## config.mk

```make
export PLATFORM = sky130hd
export DESIGN_NAME = mult_scheduler
export DESIGN_NICKNAME = d
export VERILOG_FILES = /design/src/rtl/mult_scheduler.sv
export SDC_FILE = /design/constraint.sdc
export NUM_CORES = 1
export LEC_CHECK = 0
export CORE_MARGIN = 1.5
export CORE_UTILIZATION = 39
export CTS_BUF_LIST = sky130_fd_sc_hd__clkbuf_4 sky130_fd_sc_hd__clkbuf_8
export DETAILED_ROUTE_END_ITERATION = 16
export PLACE_DENSITY = 0.81
export SKIP_CTS_REPAIR_TIMING = 1
export SLEW_MARGIN = 20
export SYNTH_ARGS = -nofsm -noshare
export SYNTH_HDL_FRONTEND = slang
export SYNTH_SLANG_ARGS = --single-unit
```

## constraint.sdc

```tcl
create_clock -name clk -period 4.5 [get_ports clk]
set_input_delay 0.675 -clock clk [delete_from_list [all_inputs] [get_ports clk]]
set_output_delay 0.675 -clock clk [all_outputs]
set_load 0.005 [all_outputs]
```

## src/rtl/mult_scheduler.sv

```systemverilog
// Shares one sequential 16x16 Booth multiplier among N_REQ requesters, one job at a time.
// Define MULT_SCHED_RR_EN for round-robin grant; otherwise the lowest valid index wins.
module mult_scheduler #(
   parameter int N_REQ      = 4,
   parameter int MUL_CYCLES = 16
) (
   input  logic                 clk,
   input  logic                 reset,
   input  logic [N_REQ-1:0]     req_valid,
   output logic [N_REQ-1:0]     req_ready,
   input  logic [16*N_REQ-1:0]  req_mc,
   input  logic [16*N_REQ-1:0]  req_mp,
   output logic                 mul_start,
   output logic [15:0]          mul_mc,
   output logic [15:0]          mul_mp,
   input  logic [31:0]          mul_prod,
   output logic                 rsp_valid,
   input  logic                 rsp_ready,
   output logic [2:0]           rsp_id,
   output logic [31:0]          rsp_prod,
   output logic                 busy
);

   localparam int CW = $clog2(MUL_CYCLES + 1);

   localparam logic [2:0] S_IDLE = 3'd0;
   localparam logic [2:0] S_LOAD = 3'd1;
   localparam logic [2:0] S_RUN  = 3'd2;
   localparam logic [2:0] S_CAPT = 3'd3;
   localparam logic [2:0] S_RESP = 3'd4;

   logic [2:0]    state;
   logic [CW-1:0] cnt;
   logic [2:0]    id_q;
   logic          cool;
   logic          found;
   logic          grant;
   logic [2:0]    gnt;
   logic [15:0]   sel_mc;
   logic [15:0]   sel_mp;
`ifdef MULT_SCHED_RR_EN
   logic [2:0]    ptr;
`endif

   // Round-robin: indices above the last grant first, then wrap to the rest.
   always_comb begin
      found  = 1'b0;
      gnt    = '0;
      sel_mc = '0;
      sel_mp = '0;
`ifdef MULT_SCHED_RR_EN
      for (int i = 0; i < N_REQ; i++) begin
         if (!found && req_valid[i] && 3'(i) > ptr) begin
            found = 1'b1;
            gnt   = 3'(i);
         end
      end
`endif
      for (int i = 0; i < N_REQ; i++) begin
         if (!found && req_valid[i]) begin
            found = 1'b1;
            gnt   = 3'(i);
         end
      end
      for (int i = 0; i < N_REQ; i++) begin
         if (gnt == 3'(i)) begin
            sel_mc = req_mc[16*i +: 16];
            sel_mp = req_mp[16*i +: 16];
         end
      end
   end

   // cool keeps the first IDLE cycle after a response free of grants.
   assign grant = (state == S_IDLE) && !cool && found;

   always_comb begin
      req_ready = '0;
      for (int i = 0; i < N_REQ; i++) begin
         req_ready[i] = grant && (gnt == 3'(i));
      end
   end

   assign mul_start = (state == S_LOAD);
   assign rsp_valid = (state == S_RESP);
   assign busy      = (state != S_IDLE);

   always_ff @(posedge clk) begin
      if (reset) begin
         state    <= S_IDLE;
         cnt      <= '0;
         id_q     <= '0;
         cool     <= 1'b0;
         mul_mc   <= '0;
         mul_mp   <= '0;
         rsp_id   <= '0;
         rsp_prod <= '0;
`ifdef MULT_SCHED_RR_EN
         ptr      <= 3'(N_REQ - 1);
`endif
      end else begin
         unique case (state)
            S_IDLE: begin
               cool <= 1'b0;
               if (grant) begin
                  mul_mc <= sel_mc;
                  mul_mp <= sel_mp;
                  id_q   <= gnt;
`ifdef MULT_SCHED_RR_EN
                  ptr    <= gnt;
`endif
                  state  <= S_LOAD;
               end
            end
            S_LOAD: begin
               cnt   <= CW'(MUL_CYCLES);
               state <= S_RUN;
            end
            S_RUN: begin
               cnt <= cnt - CW'(1);
               if (cnt == CW'(1)) begin
                  state <= S_CAPT;
               end
            end
            S_CAPT: begin
               rsp_prod <= mul_prod;
               rsp_id   <= id_q;
               state    <= S_RESP;
            end
            S_RESP: begin
               if (rsp_ready) begin
                  cool  <= 1'b1;
                  state <= S_IDLE;
               end
            end
            default: state <= S_IDLE;
         endcase
      end
   end

endmodule

```

==> run_results.csv <==
group,metric,value,unit
outcome,run_status,"finished, final reports clean",
sta,skew,15.0,ps
floorplanning,core-area,10800,µm²
critical_path,cp.required,3830,ps
floorplanning,dieArea,11700,µm²
min_path,hp-class,"flop to flop",
logic_synthesis,synth_area,4320,µm²
logic_synthesis,yosysWarnings,0,
logic_synthesis,ys_types,43,
global_route,grt_overflow,0,
place,dp_hpwl,10300,µm
final_layout,final-seq-area,1540,µm²
pwr,p_sw,0.998,mW
floorplanning,io_pins,241,
pwr,p_leak,2.29,nW
logic_synthesis,async_reset_ff_share,0,%
critical_path,critical_path_class,"primary input to output pin",
clocking,tritoncts,"built",
logic_synthesis,synth-seq-cells,77,
pwr,pwr-share-clk,21.6,%
sta,setup_viol,0,
detailed_routing,met3_length,1140,µm
sta,min_period_over_period,72.6,%
pwr,max-vdd-ir-drop,0.232,mV
clocking,cts_buffers,9,
critical_path,endpoint_kind,"output pin",
global_route,first_global_vias,4559,
detailed_routing,wl,14400,µm
pwr,cellInternalPower,1.83,mW
final_layout,final_common_cell,"clkdlybuf4s50_1",
sta,drv_slew,0,
place,dp.cells,833,
critical_path,critPathMaxFanout,33,
sta,timing.slew.headroom,34.4,%
detailed_routing,route.met2.wl,6840,µm
clocking,clkSinkCount,77,
pwr,p_sw_share,35.4,%
critical_path,critPathLaunchType,"primary input",
floorplanning,die_w,108,µm
detailed_routing,drc,0,
final_layout,fin_cells,849,
global_route,grt_max_degree,78,
final_layout,area_delta_synth_final,59.4,%
detailed_routing,drt-met1-wl,6060,µm
sta,rsz0062_at_grt,"false",
logic_synthesis,syn_nets,667,
final_layout,fill_cells,889,
final_layout,final_cell_mix,"238 x clkdlybuf4s50_1, 77 x a21oi_1, 77 x dfxtp_1",
clocking,clk_path_buf_depth,2,
sta,fmax,306,MHz
detailed_routing,wl_per_cell,16.9,µm
final_layout,diodes,0,
detailed_routing,top_layer_used,"met4",
detailed_routing,drtPass1Iterations,5,
place,numPortBuffers,239,
pwr,comb_power_share,44.3,%
pwr,p_per_area,410,nW/µm²
logic_synthesis,syn_area_per_cell,8.68,µm²
sta,tns,0,ps
final_layout,multiInputGateArea,2460,µm²
final_layout,drive_above_1_share,13.3,%
run,maxCapViolations,0,
clocking,root_buffer,"clkbuf_8",
logic_synthesis,ys_dominant_reg_cell,"dfxtp_1",
sta,min_period,3270,ps
logic_synthesis,synth.largest_area_cell,"dfxtp_1",
detailed_routing,detail-route-antenna-nets,0,
global_route,grt_antenna_before_repair,0,
global_route,grtUsageTotal,24.2,%
clocking,htreeDepth,3,
floorplanning,rows,38,
logic_synthesis,synth_edf_count,0,
final_layout,finalNetCount,873,
clocking,path_clk_slew,80,ps
clocking,clock_latency,360,ps
detailed_routing,drtIter0Drc,266,
detailed_routing,vias,4640,
logic_synthesis,synth_top_area_share,35.7,%
logic_synthesis,synth-seq-area-share,35.7,%
floorplanning,initial_utilization,39.9,%
sta,hold_viol_final,0,
logic_synthesis,ys_top_cells_by_area,"dfxtp_1 36%, a21oi_1 8.9%, a22oi_2 8.4%",
global_route,grt_pass1_wl,22100,µm
detailed_routing,viasPerCell,5.47,
logic_synthesis,synthCells,498,
sta,worst_pin_slew,984,ps
place,gp_congestion,0.822,
critical_path,crit_arrival,2590,ps
floorplanning,dieHeight,108,µm
pwr,seq_power_share,34.1,%
cell type report:
class / instances / area share (%)
Clock buffer: 11 / 2.20
Clock inverter: 5 / 1.18
Inverter: 5 / 0.272
Multi-Input combinational cell: 362 / 35.7
Sequential cell: 77 / 22.4
Tap cell: 140 / 2.54
Timing Repair Buffer: 249 / 35.8
registers in the layout, indices dropped and copies added, names as in the netlist:
register,flops
cnt,5
cool,1
id_q,2
mul_mc,16
mul_mp,16
rsp_id,2
rsp_prod,32
state,3
cells in the mapped netlist (2+ instances only):
master / instances
nand2_1: 75
nor3b_1: 2
buf_12: 3
nor2_1: 13
a22oi_1: 4
buf_6: 5
buf_1: 4
a21oi_2: 29
nand2b_1: 35
a21oi_1: 77
xnor2_1: 2
nor3_1: 4
ha_1: 2
clkbuf_1: 30
buf_4: 2
a22oi_2: 29
buf_2: 10
a221o_1: 32
o21ai_0: 3
inv_1: 5
a221oi_1: 2
o211ai_1: 32
dfxtp_1: 77
mux2i_1: 2
layer usage:
metal / vias up / global-route usage (%)
met5: - / 0
met4: 0 / 9.02
met3: 23 / 5.12
met2: 218 / 41.2
met1: 2173 / 30.0
li1: 2226 / -
power by group through the flow:
| stage | Clock [mW] | Sequential (mW) | Combinational [mW] |
|---|---|---|---|
| after floorplan | 0 | 0.935 | 0.813 |
| after global placement | 0 | 0.972 | 1.23 |
| after detailed placement | 0 | 0.975 | 1.26 |
| after CTS | 0.623 | 0.963 | 1.26 |
| after global routing | 0.659 | 0.987 | 1.36 |
| final | 0.610 | 0.964 | 1.25 |
path summary, 6_finish.rpt:
kind / start / end / slack [ps] / cells after the start
max: req_valid[2] / req_ready[2] / 1230 / 6
min: id_q[0]$_SDFFE_PP0P_ / rsp_id[0]$_SDFFE_PP0N_ / 450 / 2
max reg2reg: state[1]$_SDFFE_PP0P_ / mul_mc[7]$_SDFFE_PP0P_ / 2500 / 6
min reg2reg: id_q[0]$_SDFFE_PP0P_ / rsp_id[0]$_SDFFE_PP0N_ / 450 / 2
kinds of logic (layout without fill, tap and decap cells):
kind of cell,after synthesis,in the layout,synth area share [%]
AOI/OAI and AO/OA,211,211,38.2
muxes,2,2,0.463
and+or+nand+nor,144,144,17.0
xor gates and xnor gates,2,2,0.405
DFF,77,77,35.7
buffers and inverters,59,270,7.58
other,1,1,0.0867
adders and majority gates,2,2,0.579
through the flow:
step           util [%]  area (µm²)  setup slack (ps)  power (mW)  hold slack, ps
2_1_floorplan         -        4320              2290        1.75             432
3_3_place_gp       61.4        6660              1290        2.20             442
3_5_place_dp       61.4        6660              1270        2.23             446
4_1_cts            63.6        6890              1270        2.85             453
5_1_grt            63.6        6890              1200        3.00             471
6_report           63.6        6890              1230        2.82             451
worst max-delay path, cell delays in order:
cell	delay, ps
clkdlybuf4s50_1	600
nand2b_1	90
buf_4	250
or2_1	260
nor2_1	170
clkdlybuf4s50_1	540
Note: power is estimated with default switching activity, not from simulation.
